$ cat config.mk
export PLATFORM = sky130hd
export DESIGN_NAME = uart_receiver
export DESIGN_NICKNAME = d
export VERILOG_FILES = /design/src/rtl/uart_pkg.sv /design/src/rtl/uart_sync.sv /design/src/rtl/uart_receiver.sv
export SDC_FILE = /design/constraint.sdc
export NUM_CORES = 1
export LEC_CHECK = 0
export ABC_CLOCK_PERIOD_IN_PS = 2800
export CAP_MARGIN = 20
export CORE_AREA = 5 5 53 89
export CTS_CLUSTER_SIZE = 10
export DETAILED_ROUTE_END_ITERATION = 16
export DIE_AREA = 0 0 58 94
export DONT_BUFFER_PORTS = 1
export PLACE_DENSITY = 0.83
export SYNTH_ARGS = -nofsm -noshare
export SYNTH_HDL_FRONTEND = slang
export SYNTH_HIERARCHICAL = 1
export SYNTH_SLANG_ARGS = --single-unit
$ cat constraint.sdc
create_clock -name clk_i -period 2.8 [get_ports clk_i]
set_input_delay 0.42 -clock clk_i [delete_from_list [all_inputs] [get_ports clk_i]]
set_output_delay 0.42 -clock clk_i [all_outputs]
set_load 0.005 [all_outputs]
$ cat src/rtl/uart_pkg.sv
// rtl/uart_pkg.sv - types and constants shared by the UART receiver and transmitter.
package uart_pkg;

  localparam int UART_DATA_BITS = 8;
  localparam int UART_DIV_W     = 16;

  typedef enum logic [1:0] {
    IDLE,
    START,
    DATA,
    STOP
  } rx_state_t;

endpackage

$ cat src/rtl/uart_sync.sv
// rtl/uart_sync.sv - multi-flop synchronizer for an asynchronous input, resets to 1 (line idle).
module uart_sync #(
  parameter int STAGES = 2
) (
  input  logic clk,
  input  logic rst,
  input  logic din,
  output logic dout
);

  logic [STAGES-1:0] chain;

  always_ff @(posedge clk or posedge rst) begin
    if (rst) begin
      chain <= '1;
    end else begin
      chain <= {chain[STAGES-2:0], din};
    end
  end

  assign dout = chain[STAGES-1];

endmodule

$ cat src/rtl/uart_receiver.sv
// rtl/uart_receiver.sv - 8N1 UART receiver with a one-byte valid/ready holding register.
// Define UART_RX_ERR_EN to check the stop bit and drive the frame_err_o/overrun_o pulses.
module uart_receiver
  import uart_pkg::*;
#(
  parameter int DIV_W       = UART_DIV_W,
  parameter int SYNC_STAGES = 2
) (
  input  logic                      clk_i,
  input  logic                      rst_i,
  input  logic                      rx_en_i,
  input  logic                      rx_i,
  input  logic [DIV_W-1:0]          baud_div_i,
  output logic [UART_DATA_BITS-1:0] data_o,
  output logic                      valid_o,
  input  logic                      ready_i,
  output logic                      busy_o,
  output logic                      frame_err_o,
  output logic                      overrun_o
);

  localparam int IDX_W = $clog2(UART_DATA_BITS);
  localparam logic [IDX_W-1:0] LAST_BIT = IDX_W'(UART_DATA_BITS - 1);

  rx_state_t                 state_q, state_d;
  logic [DIV_W-1:0]          cnt_q, cnt_d;
  logic [IDX_W-1:0]          bit_idx_q, bit_idx_d;
  logic [UART_DATA_BITS-1:0] shift_q, shift_d;
  logic [UART_DATA_BITS-1:0] data_q, data_d;
  logic                      valid_q, valid_d;
  logic                      rx_s;
  logic                      stop_sample;
  logic                      stop_ok;
  logic                      deliver;

  uart_sync #(
    .STAGES(SYNC_STAGES)
  ) u_rx_sync (
    .clk (clk_i),
    .rst (rst_i),
    .din (rx_i),
    .dout(rx_s)
  );

  // Bit timing: the start bit is checked at its midpoint, after which every
  // full bit period lands on the middle of the next bit.
  always_comb begin
    state_d     = state_q;
    cnt_d       = cnt_q;
    bit_idx_d   = bit_idx_q;
    shift_d     = shift_q;
    stop_sample = 1'b0;
    unique case (state_q)
      IDLE: begin
        if (rx_en_i && !rx_s) begin
          state_d = START;
          cnt_d   = '0;
        end
      end
      START: begin
        if (cnt_q == (baud_div_i >> 1)) begin
          cnt_d = '0;
          if (!rx_s) begin
            state_d   = DATA;
            bit_idx_d = '0;
          end else begin
            state_d = IDLE;
          end
        end else begin
          cnt_d = cnt_q + 1'b1;
        end
      end
      DATA: begin
        if (cnt_q == baud_div_i) begin
          cnt_d            = '0;
          shift_d[bit_idx_q] = rx_s;
          if (bit_idx_q == LAST_BIT) begin
            state_d = STOP;
          end else begin
            bit_idx_d = bit_idx_q + 1'b1;
          end
        end else begin
          cnt_d = cnt_q + 1'b1;
        end
      end
      STOP: begin
        if (cnt_q == baud_div_i) begin
          cnt_d       = '0;
          state_d     = IDLE;
          stop_sample = 1'b1;
        end else begin
          cnt_d = cnt_q + 1'b1;
        end
      end
      default: state_d = IDLE;
    endcase
  end

`ifdef UART_RX_ERR_EN
  assign stop_ok = rx_s;
`else
  assign stop_ok = 1'b1;
`endif

  // A completed byte may replace the held one in the same cycle it is consumed.
  assign deliver = stop_sample && stop_ok && (!valid_q || ready_i);

  always_comb begin
    data_d  = data_q;
    valid_d = valid_q;
    if (deliver) begin
      data_d  = shift_q;
      valid_d = 1'b1;
    end else if (valid_q && ready_i) begin
      valid_d = 1'b0;
    end
  end

  always_ff @(posedge clk_i or posedge rst_i) begin
    if (rst_i) begin
      state_q   <= IDLE;
      cnt_q     <= '0;
      bit_idx_q <= '0;
      shift_q   <= '0;
      data_q    <= '0;
      valid_q   <= 1'b0;
    end else begin
      state_q   <= state_d;
      cnt_q     <= cnt_d;
      bit_idx_q <= bit_idx_d;
      shift_q   <= shift_d;
      data_q    <= data_d;
      valid_q   <= valid_d;
    end
  end

`ifdef UART_RX_ERR_EN
  logic frame_err_q;
  logic overrun_q;

  always_ff @(posedge clk_i or posedge rst_i) begin
    if (rst_i) begin
      frame_err_q <= 1'b0;
      overrun_q   <= 1'b0;
    end else begin
      frame_err_q <= stop_sample && !rx_s;
      overrun_q   <= stop_sample && rx_s && valid_q && !ready_i;
    end
  end

  assign frame_err_o = frame_err_q;
  assign overrun_o   = overrun_q;
`else
  assign frame_err_o = 1'b0;
  assign overrun_o   = 1'b0;
`endif

  assign data_o  = data_q;
  assign valid_o = valid_q;
  assign busy_o  = (state_q != IDLE);

endmodule

==> results of run 1 <==
-- where the power goes --
group          internal [mW]  switching (mW)  leakage [nW]  total, mW
sequential             0.638           0.125         0.546      0.763
combinational          0.183           0.226         0.559      0.410
clock                  0.264           0.198        0.0552      0.462
-- registers in the layout, summed over array words and instances, names as in the netlist, named ones only --
signal           count
cnt_q               16
data_o               8
shift_q              8
bit_idx_q            3
u_rx_sync/chain      2
state_q              1
valid_o              1
-- routing by layer --
layer / up-vias / track usage / part of all wire
met5: - / 0 / 0
met3: 13 / 0.06190 / 0.062
met1: 792 / 0.1850 / 0.34
li1: 792 / - / -
met4: 0 / 0.1064 / 0.035
met2: 37 / 0.3585 / 0.57
-- synth_stat cells --
cell | number | area [um2]
a211o_1 | 3 | 26.28
a21o_1 | 7 | 52.55
a21oi_1 | 2 | 10.01
a2bb2oi_2 | 1 | 15.01
and3_1 | 1 | 6.260
buf_2 | 2 | 10.01
buf_4 | 5 | 37.54
buf_6 | 2 | 22.52
clkbuf_1 | 12 | 45.04
conb_1 | 1 | 3.750
dfrtp_1 | 38 | 950.9
dfstp_2 | 2 | 52.55
ha_1 | 3 | 37.54
inv_1 | 7 | 26.28
mux2_1 | 1 | 11.26
mux2_2 | 15 | 168.9
mux2i_1 | 4 | 40.04
nand2_1 | 25 | 93.84
nand2_2 | 1 | 6.260
nand2b_1 | 3 | 18.77
nand3_1 | 9 | 45.04
nand3b_1 | 1 | 7.510
nand4_1 | 6 | 37.54
nor2_1 | 7 | 26.28
nor2b_1 | 1 | 6.260
nor3_1 | 9 | 45.04
nor3b_1 | 3 | 22.52
nor4_1 | 9 | 56.30
nor4_4 | 1 | 21.27
nor4b_1 | 2 | 17.52
o211ai_1 | 1 | 7.510
o21ai_0 | 12 | 60.06
o31ai_1 | 1 | 7.510
or2_2 | 2 | 12.51
or3_1 | 2 | 12.51
or4_1 | 1 | 7.510
xnor2_1 | 15 | 131.4
xnor2_2 | 3 | 48.80
xor2_1 | 17 | 148.9
-- through the flow --
| stage | instance area (um2) | utilization | hold WS, ps | setup slack (ps) | power, mW |
|---|---|---|---|---|---|
| 6_report | 2444 | 0.6260 | 26.83 | 432.0 | 1.635 |
| 5_1_grt | 2444 | 0.6260 | 25.11 | 245.2 | 1.736 |
| 4_1_cts | 2444 | 0.6260 | 17.97 | 416.4 | 1.651 |
| 3_5_place_dp | 2336 | 0.5984 | 339.2 | 427.7 | 1.184 |
| 3_3_place_gp | 2336 | 0.5984 | 338.3 | 481.2 | 1.169 |
| 2_1_floorplan | 2361 | - | 331.5 | 544.9 | 1.110 |
-- worst paths after layout --
check / start / to / depth (start not counted)
setup / recovery: cnt_q[1]$_DFFE_PP0P_ / shift_q[4]$_DFFE_PP0P_ / 6
hold / removal: rst_i / u_rx_sync/chain[1]$_DFF_PP1_ / 1
setup reg to reg: cnt_q[1]$_DFFE_PP0P_ / shift_q[4]$_DFFE_PP0P_ / 6
hold reg to reg: u_rx_sync/chain[0]$_DFF_PP1_ / u_rx_sync/chain[1]$_DFF_PP1_ / 0
max in group asynchronous: rst_i / cnt_q[15]$_DFFE_PP0P_ / 2
min in group clk_i: rx_i / u_rx_sync/chain[0]$_DFF_PP1_ / 0
-- layout by cell type, fill, tap and decap left out, types with 9 or more instances in the layout --
cell	Yosys	routed
dfrtp_1	38	38
nand2_1	25	25
xor2_1	17	17
xnor2_1	15	15
mux2_2	15	15
o21ai_0	12	12
nor4_1	9	9
nand3_1	9	9
nor3_1	9	9
-- cell families (layout without fill, tap and decap cells) --
kind of cell	after synthesis	after routing
flops	40	40
other cells	1	2
simple gates	83	83
xor+xnor	35	35
mux	20	20
compound gates	27	27
buf+inv	28	19
fa+ha+maj	3	3
-- layout make-up --
class                           count  area [um2]
Clock buffer                        6       72.57
Clock inverter                      2       35.03
Fill cell                         339        1460
Inverter                            7       26.28
Multi-Input combinational cell    170        1216
Sequential cell                    40        1003
Tap cell                           48       60.06
Timing Repair Buffer                4       30.03
==> flow_metrics.env, run 1 <==
export IMPL_nets=252
export IMPL_cts_resized=0
export IMPL_htreeDepth=2
export IMPL_cp_top_family="simple AND/OR/NAND/NOR gates"
export IMPL_die_area_um2=5452
export IMPL_gp_congestion=0.8684
export IMPL_cts_buffer_depth=2
export IMPL_synthAdderAreaFrac=0.01592
export IMPL_ir_drop_mv=0.4276
export IMPL_ys_seq_elements=40
export IMPL_path_buf_inv=0
export IMPL_die_x_um=58
export IMPL_core_area_um2=3904
export IMPL_ys_warn_count=6
export IMPL_setup_viol=0
export IMPL_worstPathMaxFanout=9
export IMPL_synth_top_family_by_area="simple AND/OR/NAND/NOR gates"
export IMPL_grt_pass1_wl_mm=7.914
export IMPL_wl_per_cell_um=17.05
export IMPL_post_route_period_util=0.8457
export IMPL_routed_via_density=5.899
export IMPL_hold_violations=0
export IMPL_die_h_um=94
export IMPL_synthesis_area_um2=2357
export IMPL_drt_iter0_drc=31
export IMPL_antenna_found_initial=0
export IMPL_path_cells="xnor2_1, nand4_1, nor4_4, nand2_2, or4_1, mux2_1"
export IMPL_num_vias=1634
export IMPL_drc_errors=0
export IMPL_dp_cells=269
export IMPL_grt_use_total=0.1955
export IMPL_io_buffers=0
export IMPL_final_cell_count_no_fill=277
export IMPL_synthMuxAreaShare=0.09342
export IMPL_synthSimpleGateAreaFrac=0.1879
export IMPL_gr_total_overflow=0
export IMPL_clock_sinks=40
export IMPL_cp_end_kind="register"
export IMPL_cts_setup_buffers=0
export IMPL_drv_cap=0
export IMPL_drive_gt1_frac=0.1572
export IMPL_antenna_cells=0
export IMPL_leakage_nw=1.159
export IMPL_areaGrowthSynthToFinish_pct=3.662
export IMPL_timing_worst_setup_path_type="register to register"
export IMPL_clk_pin_slew_ps=70
export IMPL_insertion_delay_ps=290
export IMPL_cellPowerDensity_nw_per_um2=668.9
export IMPL_grt_setup_unrepaired="no"
export IMPL_postRouteAntennaNets=0
export IMPL_reg2reg_slack_ps=430
export IMPL_root_buffer="clkbuf_8"
export IMPL_post_dp_hpwl_mm=3.677
export IMPL_cp_arrival_ps=2550
export IMPL_fmax_mhz=422.3
export IMPL_setup_tns_final_ps=0
export IMPL_ys_types=39
export IMPL_synth_compound_area_share=0.07590
export IMPL_critPathMaxStageDelay_ps=500
export IMPL_syn_avg_cell_area_um2=9.946
export IMPL_grt_pass1_vias=1700
export IMPL_rows=30
export IMPL_skew_ps=1.904
export IMPL_holdBufCountCts=0
export IMPL_drv_slew=0
export IMPL_status="complete, no violations"
export IMPL_cts_buffers=5
export IMPL_slowest_stage="or4_1"
export IMPL_io_pins=33
export IMPL_worstPathRequired_ps=2980
export IMPL_wirelength_mm=4.722
export IMPL_hold_class="input port to async pin"
export IMPL_grt_max_degree=39
export IMPL_start_util=0.6038
export IMPL_synth_seq_area_share=0.4257
export IMPL_synth_xor_area_frac=0.1396
export IMPL_dr_pass1_iters=4
export IMPL_final_min_clock_period_ps=2368
export IMPL_cts_tree="yes"
export IMPL_syn_inst=237
export IMPL_worstSetupStartpointType="register"
No activity file was read; power rests on OpenSTA's default activity.
==> inputs of run 2 (changes only) <==
Settings changed: ABC_CLOCK_PERIOD_IN_PS 2800 to 2500.
Clock period 2.8 ns to 2.5 ns, I/O delays scaled along.
==> run 2 against run 1 <==
  * Core utilization rose by 1.2 points
  * Register-to-register slack got worse by 180 ps
  * First-iteration DRC count down 23%
  * Critical path depth unchanged
  * Die area did not move
  * Setup slack worse by 180 ps
  * Cell area up 1.8%
  * Power up 10%
  * Global-route usage decreased by 0.52 points
  * Critical path type unchanged
  * Critical endpoint is now data_o[0]$_DFFE_PP0P_
  * Via count rose by 0.31%
==> flow_metrics.env, run 2 (synthesis results as in run 1) <==
export IMPL_cts_setup_buffers=0
export IMPL_cts_resized=0
export IMPL_grt_max_degree=39
export IMPL_areaGrowthSynthToFinish_pct=5.573
export IMPL_clk_pin_slew_ps=80
export IMPL_slowest_stage="dfrtp_1"
export IMPL_largest_register="cnt_q"
export IMPL_io_pins=33
export IMPL_gr_total_overflow=0
export IMPL_htreeDepth=2
export IMPL_rows=30
export IMPL_ir_drop_mv=0.5443
export IMPL_leakage_nw=1.191
export IMPL_worstSetupStartpointType="register"
export IMPL_post_dp_hpwl_mm=3.616
export IMPL_num_vias=1639
export IMPL_drt_iter0_drc=24
export IMPL_timing_worst_setup_path_type="register to register"
export IMPL_cellPowerDensity_nw_per_um2=724.2
export IMPL_grt_pass1_wl_mm=7.748
export IMPL_root_buffer="clkbuf_8"
export IMPL_post_route_period_util=0.8996
export IMPL_nets=258
export IMPL_die_x_um=58
export IMPL_utilization=0.6375
export IMPL_final_cell_mix="38 x dfrtp_1, 25 x nand2_1, 17 x xor2_1"
export IMPL_holdBufCountCts=1
export IMPL_insertion_delay_ps=300
export IMPL_worstPathRequired_ps=2680
export IMPL_power_mw=1.802
export IMPL_setup_tns_final_ps=0
export IMPL_fmax_mhz=444.6
export IMPL_layout_commonest_cell="dfrtp_1"
export IMPL_gp_congestion=0.8219
export IMPL_path_cells="xnor2_1, nand4_1, nor4_4, buf_4, nand4_1, mux2_2"
export IMPL_start_util=0.6038
export IMPL_grt_use_total=0.1903
export IMPL_clock_sinks=40
export IMPL_antenna_found_initial=0
export IMPL_cp_top_family="simple AND/OR/NAND/NOR gates"
export IMPL_antenna_cells=0
export IMPL_path_buf_inv=1
export IMPL_wl_per_cell_um=16.52
export IMPL_die_h_um=94
export IMPL_setup_viol=0
export IMPL_final_min_clock_period_ps=2249
export IMPL_grt_setup_unrepaired="no"
export IMPL_cts_tree="yes"
export IMPL_io_buffers=0
export IMPL_drive_gt1_frac=0.1787
export IMPL_grt_pass1_vias=1654
export IMPL_cp_end_kind="register"
export IMPL_die_area_um2=5452
export IMPL_wirelength_mm=4.674
export IMPL_skew_ps=6.417
export IMPL_dr_pass1_iters=4
export IMPL_cp_arrival_ps=2430
export IMPL_cts_buffer_depth=2
export IMPL_worstPathMaxFanout=8
export IMPL_postRouteAntennaNets=0
export IMPL_path_common_cell="nand4_1"
export IMPL_cts_buffers=5
export IMPL_critPathMaxStageDelay_ps=460
export IMPL_hold_violations=0
export IMPL_drv_slew=0
export IMPL_largest_reg_flops=16
export IMPL_drc_errors=0
export IMPL_drv_cap=0
export IMPL_core_area_um2=3904
export IMPL_routed_via_density=5.792
export IMPL_status="complete, no violations"
export IMPL_hold_class="input port to async pin"
==> run 2: cell count changes in the layout (fill, tap and decap cells not counted), sizes merged <==
cell	before	now
dlygate4sd3	0	1
bufinv	1	0
buf	4	9
clkinv	1	2
==> run 2: cell type report <==
type,instances,area (um2)
clock inverters,2,10.01
fillers,340,1415
well taps,48,60.06
multi-input cells,170,1216
inverters,7,26.28
repair buffers,10,90.09
clock buffers,6,82.58
flip-flops and latches,40,1003
==> run 2: worst paths after layout <==
kind | startpoint | end | slack [ps] | cells past startpoint
max | cnt_q[10]$_DFFE_PP0P_ | data_o[0]$_DFFE_PP0P_ | 250 | 6
min | rst_i | shift_q[7]$_DFFE_PP0P_ | 70 | 2
max reg2reg | cnt_q[10]$_DFFE_PP0P_ | data_o[0]$_DFFE_PP0P_ | 250 | 6
min reg2reg | u_rx_sync/chain[0]$_DFF_PP1_ | u_rx_sync/chain[1]$_DFF_PP1_ | 360 | 0
max in group asynchronous | rst_i | u_rx_sync/chain[0]$_DFF_PP1_ | 1940 | 2
min in group clk_i | rx_i | u_rx_sync/chain[0]$_DFF_PP1_ | 70 | 0
==> run 2: report_power, final <==
| group | switching, mW | leakage (nW) | internal, mW |
|---|---|---|---|
| clock network | 0.225 | 0.0510 | 0.220 |
| registers | 0.118 | 0.546 | 0.715 |
| logic | 0.279 | 0.594 | 0.246 |
| total | 0.621 | 1.19 | 1.18 |
==> run 2: worst register-to-register path, cell delays in order (launching register included) <==
cell and delay, ps:
dfrtp_1 460, xnor2_1 200, nand4_1 160, nor4_4 330, buf_4 180, nand4_1 380
mux2_2 420
==> run 2: per-layer routing <==
| layer | global-route usage | wire (um) | part of all wire |
|---|---|---|---|
| met5 | 0 | 0 | 0 |
| met4 | 0.07544 | 63 | 0.013 |
| met3 | 0.07153 | 328 | 0.070 |
| met2 | 0.3415 | 2597 | 0.56 |
| met1 | 0.1926 | 1684 | 0.36 |
==> run 2: through the flow <==
stage / setup slack, ps / hold slack (ps) / std cells / cell area (um2)
final: 250.9 / 65.86 / 283 / 2489
after CTS: 172.3 / 59.99 / 283 / 2489
after detailed placement: 181.6 / 294.4 / 274 / 2386
after global placement: 229.7 / 290.8 / 274 / 2386
after global routing: 45.61 / 44.53 / 283 / 2489
after floorplan: 244.9 / 286.5 / 238 / 2361
==> inputs of run 3 (changes only) <==
Settings changed: CTS_CLUSTER_DIAMETER set to 40.
==> results of run 3 <==
Same layout as run 2: the final DEF is identical, and so are final timing and power.
